==> config.mk <==
export PLATFORM = sky130hd
export DESIGN_NAME = cpu_run_monitor_flat
export DESIGN_NICKNAME = d
export VERILOG_FILES = /design/src/rtl/cpu_run_monitor_pkg.sv /design/src/rtl/cpu_run_monitor_if.sv /design/src/rtl/cpu_run_monitor_shadow_regfile.sv /design/src/rtl/cpu_run_monitor.sv /design/src/flat_wrapper.sv
export SDC_FILE = /design/constraint.sdc
export NUM_CORES = 1
export LEC_CHECK = 0
export CELL_PAD_IN_SITES_DETAIL_PLACEMENT = 1
export CELL_PAD_IN_SITES_GLOBAL_PLACEMENT = 1
export CORE_MARGIN = 2
export CORE_UTILIZATION = 29
export CTS_BUF_LIST = sky130_fd_sc_hd__clkbuf_16
export DETAILED_ROUTE_END_ITERATION = 10
export PLACE_DENSITY = 0.63
export SLEW_MARGIN = 15
export SYNTH_ARGS = -nofsm -noshare
export SYNTH_HDL_FRONTEND = slang
export SYNTH_HIERARCHICAL = 1
export SYNTH_SLANG_ARGS = --single-unit
export TNS_END_PERCENT = 100
==> constraint.sdc <==
create_clock -name clk -period 2.4 [get_ports clk]
set_clock_uncertainty 0.2 [all_clocks]
set_input_delay 0.24 -clock clk [delete_from_list [all_inputs] [get_ports clk]]
set_output_delay 0.24 -clock clk [all_outputs]
set_load 0.005 [all_outputs]
==> src/rtl/cpu_run_monitor_pkg.sv <==
// Shared types and defaults for the run-control / register-dump monitor.
// Imported by the monitor top and reusable by the core that it watches.
package cpu_run_monitor_pkg;

  typedef enum logic [1:0] {
    ST_IDLE = 2'd0,
    ST_RUN  = 2'd1,
    ST_DUMP = 2'd2,
    ST_DONE = 2'd3
  } run_state_e;

  localparam int DEF_WIDTH       = 12;
  localparam int DEF_DATA_WIDTH  = 16;
  localparam int DEF_NUM_REGS    = 8;
  localparam int DEF_MAX_CYCLES  = 40;
  localparam int DEF_HALT_STABLE = 4;
  localparam int CNT_W           = 16;

  // The stall counter must be able to hold HALT_STABLE-1.
  function automatic int stable_width(input int halt_stable);
    return $clog2(halt_stable) + 1;
  endfunction

endpackage

==> src/rtl/cpu_run_monitor_if.sv <==
// Snoop port (register write-back + PC) and register-dump stream of the run monitor.
// master = core/consumer side, slave = monitor side.
interface cpu_run_monitor_if #(
  parameter int WIDTH      = 12,
  parameter int DATA_WIDTH = 16,
  parameter int IDX_W      = 3
) ();

  logic                  wb_we;
  logic [IDX_W-1:0]      wb_addr;
  logic [DATA_WIDTH-1:0] wb_data;
  logic [WIDTH-1:0]      pc;

  logic                  dump_valid;
  logic                  dump_ready;
  logic [IDX_W-1:0]      dump_idx;
  logic [DATA_WIDTH-1:0] dump_data;
  logic                  dump_last;

  modport master (
    output wb_we, wb_addr, wb_data, pc, dump_ready,
    input  dump_valid, dump_idx, dump_data, dump_last
  );

  modport slave (
    input  wb_we, wb_addr, wb_data, pc, dump_ready,
    output dump_valid, dump_idx, dump_data, dump_last
  );

endinterface

==> src/rtl/cpu_run_monitor_shadow_regfile.sv <==
// Shadow register file: one write port, one asynchronous read port,
// every entry cleared by synchronous reset.
module shadow_regfile #(
  parameter int NUM_REGS   = 8,
  parameter int DATA_WIDTH = 16
) (
  input  logic                        clk,
  input  logic                        reset,
  input  logic                        we,
  input  logic [$clog2(NUM_REGS)-1:0] waddr,
  input  logic [DATA_WIDTH-1:0]       wdata,
  input  logic [$clog2(NUM_REGS)-1:0] raddr,
  output logic [DATA_WIDTH-1:0]       rdata
);

  localparam int IDX_W = $clog2(NUM_REGS);

  logic [DATA_WIDTH-1:0] rd_mux [NUM_REGS];

  generate
    for (genvar gi = 0; gi < NUM_REGS; gi++) begin : g_reg
      logic [DATA_WIDTH-1:0] reg_q;
      logic [DATA_WIDTH-1:0] reg_d;

      always_comb begin
        reg_d = reg_q;
        if (we && (waddr == IDX_W'(gi))) begin
          reg_d = wdata;
        end
      end

      always_ff @(posedge clk) begin
        if (reset) begin
          reg_q <= '0;
        end else begin
          reg_q <= reg_d;
        end
      end

      assign rd_mux[gi] = reg_q;
    end
  endgenerate

  assign rdata = rd_mux[raddr];

endmodule

==> src/rtl/cpu_run_monitor.sv <==
// Run-control harness: shadows the core register file, ends the run on a cycle
// budget or a stalled PC, then streams every shadow register over valid/ready.
module cpu_run_monitor
  import cpu_run_monitor_pkg::*;
#(
  parameter int WIDTH       = DEF_WIDTH,
  parameter int DATA_WIDTH  = DEF_DATA_WIDTH,
  parameter int NUM_REGS    = DEF_NUM_REGS,
  parameter int MAX_CYCLES  = DEF_MAX_CYCLES,
  parameter int HALT_STABLE = DEF_HALT_STABLE
) (
  input  logic               clk,
  input  logic               reset,
  input  logic               start,
  cpu_run_monitor_if.slave   bus,
  output logic               running,
  output logic               timeout,
  output logic               halted,
  output logic [CNT_W-1:0]   cycle_count,
  output logic               done
);

  localparam int               IDX_W      = $clog2(NUM_REGS);
  localparam int               ST_W       = stable_width(HALT_STABLE);
  localparam logic [CNT_W-1:0] MAX_CNT    = CNT_W'(MAX_CYCLES);
  localparam logic [ST_W-1:0]  STABLE_LIM = ST_W'(HALT_STABLE - 1);
  localparam logic [IDX_W-1:0] LAST_IDX   = IDX_W'(NUM_REGS - 1);

  run_state_e            state_q, state_d;
  logic [CNT_W-1:0]      cycle_q, cycle_d;
  logic [ST_W-1:0]       stable_q, stable_d;
  logic [WIDTH-1:0]      pc_prev_q, pc_prev_d;
  logic                  timeout_q, timeout_d;
  logic                  halted_q, halted_d;
  logic                  dump_valid_q, dump_valid_d;
  logic [IDX_W-1:0]      dump_idx_q, dump_idx_d;
  logic [DATA_WIDTH-1:0] dump_data_q, dump_data_d;
  logic [DATA_WIDTH-1:0] rd_data;
  logic                  shadow_we;

  shadow_regfile #(
    .NUM_REGS   (NUM_REGS),
    .DATA_WIDTH (DATA_WIDTH)
  ) u_shadow (
    .clk   (clk),
    .reset (reset),
    .we    (shadow_we),
    .waddr (bus.wb_addr),
    .wdata (bus.wb_data),
    .raddr (dump_idx_d),
    .rdata (rd_data)
  );

  always_ff @(posedge clk) begin
    if (reset) begin
      state_q      <= ST_IDLE;
      cycle_q      <= '0;
      stable_q     <= '0;
      pc_prev_q    <= '0;
      timeout_q    <= 1'b0;
      halted_q     <= 1'b0;
      dump_valid_q <= 1'b0;
      dump_idx_q   <= '0;
      dump_data_q  <= '0;
    end else begin
      state_q      <= state_d;
      cycle_q      <= cycle_d;
      stable_q     <= stable_d;
      pc_prev_q    <= pc_prev_d;
      timeout_q    <= timeout_d;
      halted_q     <= halted_d;
      dump_valid_q <= dump_valid_d;
      dump_idx_q   <= dump_idx_d;
      dump_data_q  <= dump_data_d;
    end
  end

  always_comb begin
    state_d      = state_q;
    cycle_d      = cycle_q;
    stable_d     = stable_q;
    pc_prev_d    = bus.pc;
    timeout_d    = timeout_q;
    halted_d     = halted_q;
    dump_valid_d = dump_valid_q;
    dump_idx_d   = dump_idx_q;
    shadow_we    = 1'b0;

    case (state_q)
      ST_IDLE, ST_DONE: begin
        if (start) begin
          state_d   = ST_RUN;
          cycle_d   = '0;
          stable_d  = '0;
          timeout_d = 1'b0;
          halted_d  = 1'b0;
        end
      end
      ST_RUN: begin
        shadow_we = bus.wb_we;
        if (cycle_q != MAX_CNT) begin
          cycle_d = cycle_q + 1'b1;
        end
        stable_d  = (bus.pc == pc_prev_q) ? stable_q + 1'b1 : '0;
        timeout_d = (cycle_d == MAX_CNT);
        halted_d  = (stable_d == STABLE_LIM);
        if (timeout_d || halted_d) begin
          state_d      = ST_DUMP;
          dump_valid_d = 1'b1;
        end
      end
      ST_DUMP: begin
        if (dump_valid_q && bus.dump_ready) begin
          if (dump_idx_q == LAST_IDX) begin
            state_d      = ST_DONE;
            dump_valid_d = 1'b0;
            dump_idx_d   = '0;
          end else begin
            dump_idx_d = dump_idx_q + 1'b1;
          end
        end
      end
      default: state_d = ST_IDLE;
    endcase

    // A write landing in the exit cycle must reach the first beat, so bypass the file.
    dump_data_d = (shadow_we && (bus.wb_addr == dump_idx_d)) ? bus.wb_data : rd_data;
  end

  assign running        = (state_q == ST_RUN);
  assign done           = (state_q == ST_DONE);
  assign timeout        = timeout_q;
  assign halted         = halted_q;
  assign cycle_count    = cycle_q;
  assign bus.dump_valid = dump_valid_q;
  assign bus.dump_idx   = dump_idx_q;
  assign bus.dump_data  = dump_data_q;
  assign bus.dump_last  = dump_valid_q && (dump_idx_q == LAST_IDX);

endmodule

==> src/flat_wrapper.sv <==
// flat-port wrapper written by rule: the top's interface ports become plain ports
module cpu_run_monitor_flat import cpu_run_monitor_pkg::*;
#(
  parameter int WIDTH       = DEF_WIDTH,
  parameter int DATA_WIDTH  = DEF_DATA_WIDTH,
  parameter int NUM_REGS    = DEF_NUM_REGS,
  parameter int MAX_CYCLES  = DEF_MAX_CYCLES,
  parameter int HALT_STABLE = DEF_HALT_STABLE
)
  (clk, reset, start, running, timeout, halted, cycle_count, done, bus_wb_we, bus_wb_addr, bus_wb_data, bus_pc, bus_dump_ready, bus_dump_valid, bus_dump_idx, bus_dump_data, bus_dump_last);
  cpu_run_monitor_if #(.WIDTH(WIDTH), .DATA_WIDTH(DATA_WIDTH), .IDX_W(3)) bus_i ();
  input  logic clk;
  input  logic reset;
  input  logic start;
  output logic running;
  output logic timeout;
  output logic halted;
  output logic [CNT_W-1:0] cycle_count;
  output logic done;
  input wire logic [$bits(bus_i.wb_we)-1:0] bus_wb_we;
  input wire logic [$bits(bus_i.wb_addr)-1:0] bus_wb_addr;
  input wire logic [$bits(bus_i.wb_data)-1:0] bus_wb_data;
  input wire logic [$bits(bus_i.pc)-1:0] bus_pc;
  input wire logic [$bits(bus_i.dump_ready)-1:0] bus_dump_ready;
  output wire logic [$bits(bus_i.dump_valid)-1:0] bus_dump_valid;
  output wire logic [$bits(bus_i.dump_idx)-1:0] bus_dump_idx;
  output wire logic [$bits(bus_i.dump_data)-1:0] bus_dump_data;
  output wire logic [$bits(bus_i.dump_last)-1:0] bus_dump_last;
  assign bus_i.wb_we = bus_wb_we;
  assign bus_i.wb_addr = bus_wb_addr;
  assign bus_i.wb_data = bus_wb_data;
  assign bus_i.pc = bus_pc;
  assign bus_i.dump_ready = bus_dump_ready;
  assign bus_dump_valid = bus_i.dump_valid;
  assign bus_dump_idx = bus_i.dump_idx;
  assign bus_dump_data = bus_i.dump_data;
  assign bus_dump_last = bus_i.dump_last;
  cpu_run_monitor #(.WIDTH(WIDTH), .DATA_WIDTH(DATA_WIDTH), .NUM_REGS(NUM_REGS), .MAX_CYCLES(MAX_CYCLES), .HALT_STABLE(HALT_STABLE)) u_core (.clk(clk), .reset(reset), .start(start), .bus(bus_i), .running(running), .timeout(timeout), .halted(halted), .cycle_count(cycle_count), .done(done));
endmodule
==> metrics.yaml, run 1 <==
critPathLaunchType: "flip-flop"
p_leak_nw: 3.79
synth_cell_type_count: 57
worst_ir_drop_vdd_v: 0.000376
worst_pin_slew_ns: 0.570
cts_sinks: 183
die_w_um: 176
worstPathMaxFanout: 8
coreArea_mm2: 0.0295
chipHeight_um: 176
remaining_drc_errors: 0
vias_per_cell: 4.98
area_growth_pct: 29.2
grt_pass1_vias: 7743
synth-seq-cells: 183
max-cap-violations: 0
async_reset_ff_share_pct: 0
mostFrequentLayoutCells: "nand2_1, dfxtp_1, a21oi_1, clkdlybuf4s50_1, buf_4"
drt-total-wl_um: 27300
die_area_mm2: 0.0311
syn-num-nets: 1022
finalSetupTns_ns: -1.32
ys.flop_type: "dfxtp_1"
num_vias: 7372
ys_seq_area_share_pct: 42.5
clock_path_buffers: 2
fin_area_mm2: 0.0111
gp_congestion: 0.787
syn_inst: 977
hold_buffers: 0
finalSetupViolCount: 16
max_slew_margin_pct: 62.0
final_antenna_net_count: 0
grt_setup_unrepaired: "true"
ys_warn_count: 6
placed_area_mm2: 0.0103
hold_path_class: "in2reg"
port_buffers: 76
layout_commonest_cell: "nand2_1"
multi_input_area_mm2: 0.00452
clkTransAtPathRegs_ns: 0.07
drive_above_1_share_pct: 20.7
layout_setup_ws_ns: -0.133
cts_buffers: 17
io-pin-count: 77
drtIter0Drc: 391
firstDrtPassIters: 4
insertedDiodeCount: 0
hold_depth: 2
grt_max_degree: 64
wire_per_inst_um: 18.4
period_share_pct: 106
drv_slew: 0
syn_avg_cell_area_um2: 8.82
synth_area_mm2: 0.00861
endpoint_kind: "flip-flop"
initial_core_util_pct: 29.2
hpwl_um: 17500
clk_latency_ns: 0.43
regArea_mm2: 0.00369
nFillCells: 3405
critical_path_required_ns: 2.49
ctsHtreeMaxLevel: 4
violations: "setup timing"
critical_path_class: "reg2reg"
rr_worst_depth: 10
hold_viol_final: 0
fin_nets: 1123
cts_tree: "done"
p_per_area_mw_per_mm2: 623
min_period_ns: 2.53
grt_pass1_wl_um: 43000
overflow: 0
fmax_mhz: 395
antenna_found_initial: 0
status: "complete, but fails checks"
synth_edf_count: 0
cts_root_buf: "clkbuf_16"
gr-usage-all-layers_pct: 17.9
cp.arrival_ns: 2.63
rrSetupSlack_ns: -0.13
placementRows: 63
## area by class of cell
| type | count | share of cell area [%] |
|---|---|---|
| sequential | 183 | 33.2 |
| tap | 390 | 4.38 |
| inverter | 11 | 0.472 |
| multi-input combinational | 689 | 40.6 |
| timing repair buffer | 176 | 16.6 |
| clock inverter | 13 | 0.933 |
| clock buffer | 17 | 3.82 |
## cell usage after synthesis, types with 8 or more instances
| cell type | number | area share (%) |
|---|---|---|
| a21oi_1 | 144 | 8.4 |
| buf_2 | 13 | 0.76 |
| buf_4 | 33 | 2.9 |
| clkbuf_1 | 35 | 1.5 |
| dfxtp_1 | 183 | 43 |
| ha_1 | 9 | 1.3 |
| inv_1 | 11 | 0.48 |
| mux2_2 | 17 | 2.2 |
| mux2i_1 | 23 | 2.7 |
| mux4_1 | 21 | 6.4 |
| mux4_2 | 10 | 2.6 |
| nand2_1 | 274 | 12 |
| nand4_1 | 8 | 0.58 |
| nor2_1 | 50 | 2.2 |
| nor2b_1 | 13 | 0.94 |
| o21ai_0 | 13 | 0.76 |
| xnor2_1 | 17 | 1.7 |
## report_power, final
part / leakage (nW) / internal (mW) / switching [mW]
clock: 0.268 / 1.41 / 1.24
combinational: 2.03 / 0.490 / 0.616
sequential: 1.49 / 3.12 / 0.0548
## sequential cells by signal (all words and copies together) (netlist names)
register / count
u_core/bus.dump_data: 16
u_core/bus.dump_idx: 3
u_core/bus.dump_valid: 1
u_core/cycle_count: 16
u_core/halted: 1
u_core/pc_prev_q: 12
u_core/stable_q: 3
u_core/state_q: 2
u_core/timeout: 1
u_core/u_shadow/g.reg_q: 128
## routing by layer
| layer | global-route usage (%) | wire length, um | vias up |
|---|---|---|---|
| li1 | - | - | 3535 |
| met1 | 22.0 | 12000 | 3675 |
| met2 | 32.1 | 13900 | 133 |
| met3 | 2.73 | 939 | 29 |
| met4 | 5.27 | 435 | 0 |
| met5 | 0 | 0 | - |
## worst max-delay path, stage by stage (launching register included)
cell and delay (ns):
dfxtp_2 0.33, inv_2 0.05, ha_4 0.16, nand3_4 0.12
mux2i_4 0.26, clkinv_2 0.12, buf_12 0.16, mux4_4 0.54
mux2_4 0.28, mux2i_1 0.12, nor2_1 0.06
## kinds of logic (layout without fill, tap and decap cells)
family                     count (synthesis)  count (layout)  share of synthesized area, %
muxes                                     72              72                          14.2
DFF                                      183             183                          42.5
AOI/OAI and AO/OA                        182             182                          11.8
buffers and inverters                    105             217                          6.74
xor gates and xnor gates                  20              20                          2.03
and+or+nand+nor                          406             406                          21.4
adders and majority gates                  9               9                          1.31
## final timing paths
check / start / end
setup reg to reg: u_core/state_q[0] / u_core/bus.dump_data[2]
hold / removal: reset / u_core/cycle_count[5]
hold reg to reg: u_core/u_shadow/g_reg[6].reg_q[0] / u_core/u_shadow/g_reg[6].reg_q[0]
setup / recovery: u_core/state_q[0] / u_core/bus.dump_data[2]
## per-stage QoR
step | hold WS (ns) | power (mW) | util (%) | worst slack (ns) | std cells
floorplan | 0.168 | 3.84 | - | -0.0478 | 977
finish | 0.0402 | 6.93 | 37.7 | -0.133 | 1479
detailed placement | 0.248 | 4.30 | 35.0 | -0.492 | 1441
CTS | 0.0421 | 6.96 | 37.3 | -0.161 | 1476
global route | 0.0625 | 7.23 | 37.7 | -0.235 | 1479
global placement | 0.239 | 4.28 | 35.0 | -0.442 | 1441
## repair_timing
action                                 CTS  global route
buffers inserted                         3             3
setup endpoints to repair               20            20
gates cloned                             2             0
endpoints found under the hold margin    0             0
pin swaps                                6            12
resized for setup                       23            31
(Power assumes the default switching activity.)
==> run 2: changes to the inputs <==
PLACE_DENSITY = 0.65   (was 0.63)
SYNTH_HIERARCHICAL = not set   (was 1)
==> metrics.yaml, run 2 <==
clk_latency_ns: 0.45  # was 0.43 ns
critical_path_class: "reg2reg"  # unchanged
largest_register: "u_core.u_shadow.g.reg_q"  # was u_core/u_shadow/g.reg_q
hold_path_class: "in2reg"  # unchanged
crit_start: "u_core.bus.dump_idx[0]"  # was u_core/state_q[0]
cts_root_buf: "clkbuf_16"  # unchanged
r2r-start: "u_core.bus.dump_idx[0]"  # was u_core/state_q[0]
period_share_pct: 104  # was 106%
postLayoutCoreUtil_pct: 40.2  # was 37.7%
hold_viol_final: 0  # unchanged
ys_seq_area_share_pct: 43.3  # was 42.5%
synth_area_leaders: "dfxtp_1, nand2_1, a21oi_1"  # unchanged
hp-start: "bus_pc[1]"  # was reset
layout_setup_ws_ns: -0.0856  # was -0.133 ns
ys.flop_type: "dfxtp_1"  # unchanged
layout_commonest_cell: "nand2_1"  # unchanged
cts_buffers: 17  # unchanged
synthTopCellsByCount: "nand2_1, dfxtp_1, a21oi_1"  # unchanged
clock_path_buffers: 2  # unchanged
remaining_drc_errors: 0  # unchanged
fin_nets: 1207  # was 1123
status: "complete, but fails checks"  # unchanged
power_mw: 7.81  # was 6.93 mW
gr-usage-all-layers_pct: 19.3  # was 17.9%
insertedDiodeCount: 0  # unchanged
ctsHtreeMaxLevel: 4  # unchanged
critical_path_required_ns: 2.50  # was 2.49 ns
finalSetupViolCount: 16  # unchanged
mostFrequentLayoutCells: "nand2_1, dfxtp_1, a21oi_1, buf_4, clkdlybuf4s50_1"  # was nand2_1, dfxtp_1, a21oi_1, clkdlybuf4s50_1, buf_4
p_per_area_mw_per_mm2: 677  # was 623 mW/mm^2
drt-total-wl_um: 29800  # was 27300 um
grt_pass1_vias: 8210  # was 7743
drv_slew: 0  # unchanged
drive_above_1_share_pct: 20.9  # was 20.7%
vias_per_cell: 5.13  # was 4.98
syn-num-nets: 1098  # was 1022
final_antenna_net_count: 0  # unchanged
synth-seq-cells: 183  # unchanged
ys_warn_count: 0  # was 6
wire_per_inst_um: 19.1  # was 18.4 um
violations: "setup timing"  # unchanged
synth_top_area_share_pct: 43.3  # was 42.5%
largest_reg_flops: 128  # unchanged
num_vias: 7990  # was 7372
clkTransAtPathRegs_ns: 0.08  # was 0.07 ns
chipHeight_um: 175  # was 176 um
die_w_um: 175  # was 176 um
antenna_found_initial: 2  # was 0
fmax_mhz: 402  # was 395 MHz
synth_area_mm2: 0.00846  # was 0.00861 mm^2
coreArea_mm2: 0.0287  # was 0.0295 mm^2
min_period_ns: 2.49  # was 2.53 ns
io-pin-count: 77  # unchanged
overflow: 0  # unchanged
port_buffers: 76  # unchanged
grt_pass1_wl_um: 46300  # was 43000 um
finalSetupTns_ns: -1.04  # was -1.32 ns
async_reset_ff_share_pct: 0  # unchanged
critPathLaunchType: "flip-flop"  # unchanged
cts_sinks: 183  # unchanged
firstDrtPassIters: 5  # was 4
hpwl_um: 18100  # was 17500 um
p_leak_nw: 4.21  # was 3.79 nW
cts_tree: "done"  # unchanged
synth_cell_type_count: 52  # was 57
worst_pin_slew_ns: 0.520  # was 0.570 ns
initial_core_util_pct: 29.5  # was 29.2%
max-cap-violations: 0  # unchanged
holdWs_ns: 0.194  # was 0.0402 ns
gp_congestion: 0.740  # was 0.787
syn_avg_cell_area_um2: 8.04  # was 8.82 um^2
worst_ir_drop_vdd_v: 0.000354  # was 0.000376 V
grt_max_degree: 54  # was 64
placementRows: 62  # was 63
endpoint_kind: "flip-flop"  # unchanged
synth_top_cell_by_area: "dfxtp_1"  # unchanged
drtIter0Drc: 387  # was 391
area_growth_pct: 36.2  # was 29.2%
worstPathMaxFanout: 8  # unchanged
synth_edf_count: 0  # unchanged
syn_inst: 1053  # was 977
die_area_mm2: 0.0306  # was 0.0311 mm^2
grt_setup_unrepaired: "true"  # unchanged
cp.arrival_ns: 2.59  # was 2.63 ns
synth_most_common_cell: "nand2_1"  # unchanged
max_slew_margin_pct: 65.4  # was 62.0%
run 2: changes by cell type after synthesis, sizes merged, moves of 14 or more:
cell,delta
buf,-32
clkbuf,+32
mux4,-32
a211o,+17
a211oi,+16
nor2b,+16
o211ai,+16
a311oi,+14
xnor2,-14
run 2: logic make-up (layout without fill, tap and decap cells):
kind of cell / count (synthesis) / after routing / share of synthesized area [%]
compound gates: 254 / 254 / 19.4
xor+xnor: 18 / 18 / 1.86
fa+ha+maj: 9 / 9 / 1.33
buf+inv: 99 / 221 / 4.92
flops: 183 / 183 / 43.3
mux: 52 / 52 / 6.55
simple gates: 438 / 438 / 22.6
run 2: worst max-delay path, stage by stage (launching register included):
cell	delay, ns
dfxtp_1	0.34
ha_4	0.17
ha_4	0.16
buf_6	0.11
nor3b_2	0.15
buf_4	0.14
a21oi_4	0.03
xnor2_2	0.12
or4_4	0.56
buf_12	0.22
nor2_4	0.09
a311oi_2	0.05
run 2: where the power goes:
part / switching, mW / internal [mW]
clock network: 1.48 / 1.52
registers: 0.0605 / 3.13
logic: 0.910 / 0.712
run 2: area by class of cell:
cell class	count	area [um^2]
clock buffer	17	425
clock inverter	15	203
fill	3366	17200
inverter	5	18.8
multi-input combinational	771	4730
sequential	183	3690
tap	384	480
timing repair buffer	184	1980
run 2: per-stage QoR:
step | area, um^2 | setup slack [ns] | std cells
6_report | 11500 | -0.0856 | 1559
3_5_place_dp | 10300 | -0.312 | 1510
3_3_place_gp | 10300 | -0.312 | 1510
4_1_cts | 11300 | -0.184 | 1552
5_1_grt | 11500 | -0.159 | 1559
2_1_floorplan | 8520 | -0.0146 | 1053
run 2: metal layers:
metal  track usage, %  routed length (um)  vias to the layer above  part of all wire [%]
met1             24.7               13500                     3990                    45
met5                0                  10                        -                 0.034
met2             33.5               14700                      140                    49
met4             5.59                 486                        2                   1.6
li1                 -                   -                     3821                     -
met3             3.20                1060                       37                   3.6
run 2: path summary, 6_finish.rpt:
kind | end | slack (ns) | cells after the start
worst max register to register | u_core.bus.dump_data[1] | -0.09 | 11
worst max-delay path | u_core.bus.dump_data[1] | -0.09 | 11
worst min register to register | u_core.u_shadow.g_reg[7].reg_q[9] | 0.26 | 2
worst min-delay path | u_core.pc_prev_q[1] | 0.19 | 2
run 2: repair_timing:
| action | 4_1_cts | 5_1_grt |
|---|---|---|
| cloned | 3 | 3 |
| buffers inserted | 6 | 5 |
| hold buffers | 1 | 0 |
| endpoints found under the setup margin | 20 | 70 |
| resized for setup | 47 | 40 |
| hold endpoints to repair | 1 | 0 |
| pin swaps | 12 | 13 |
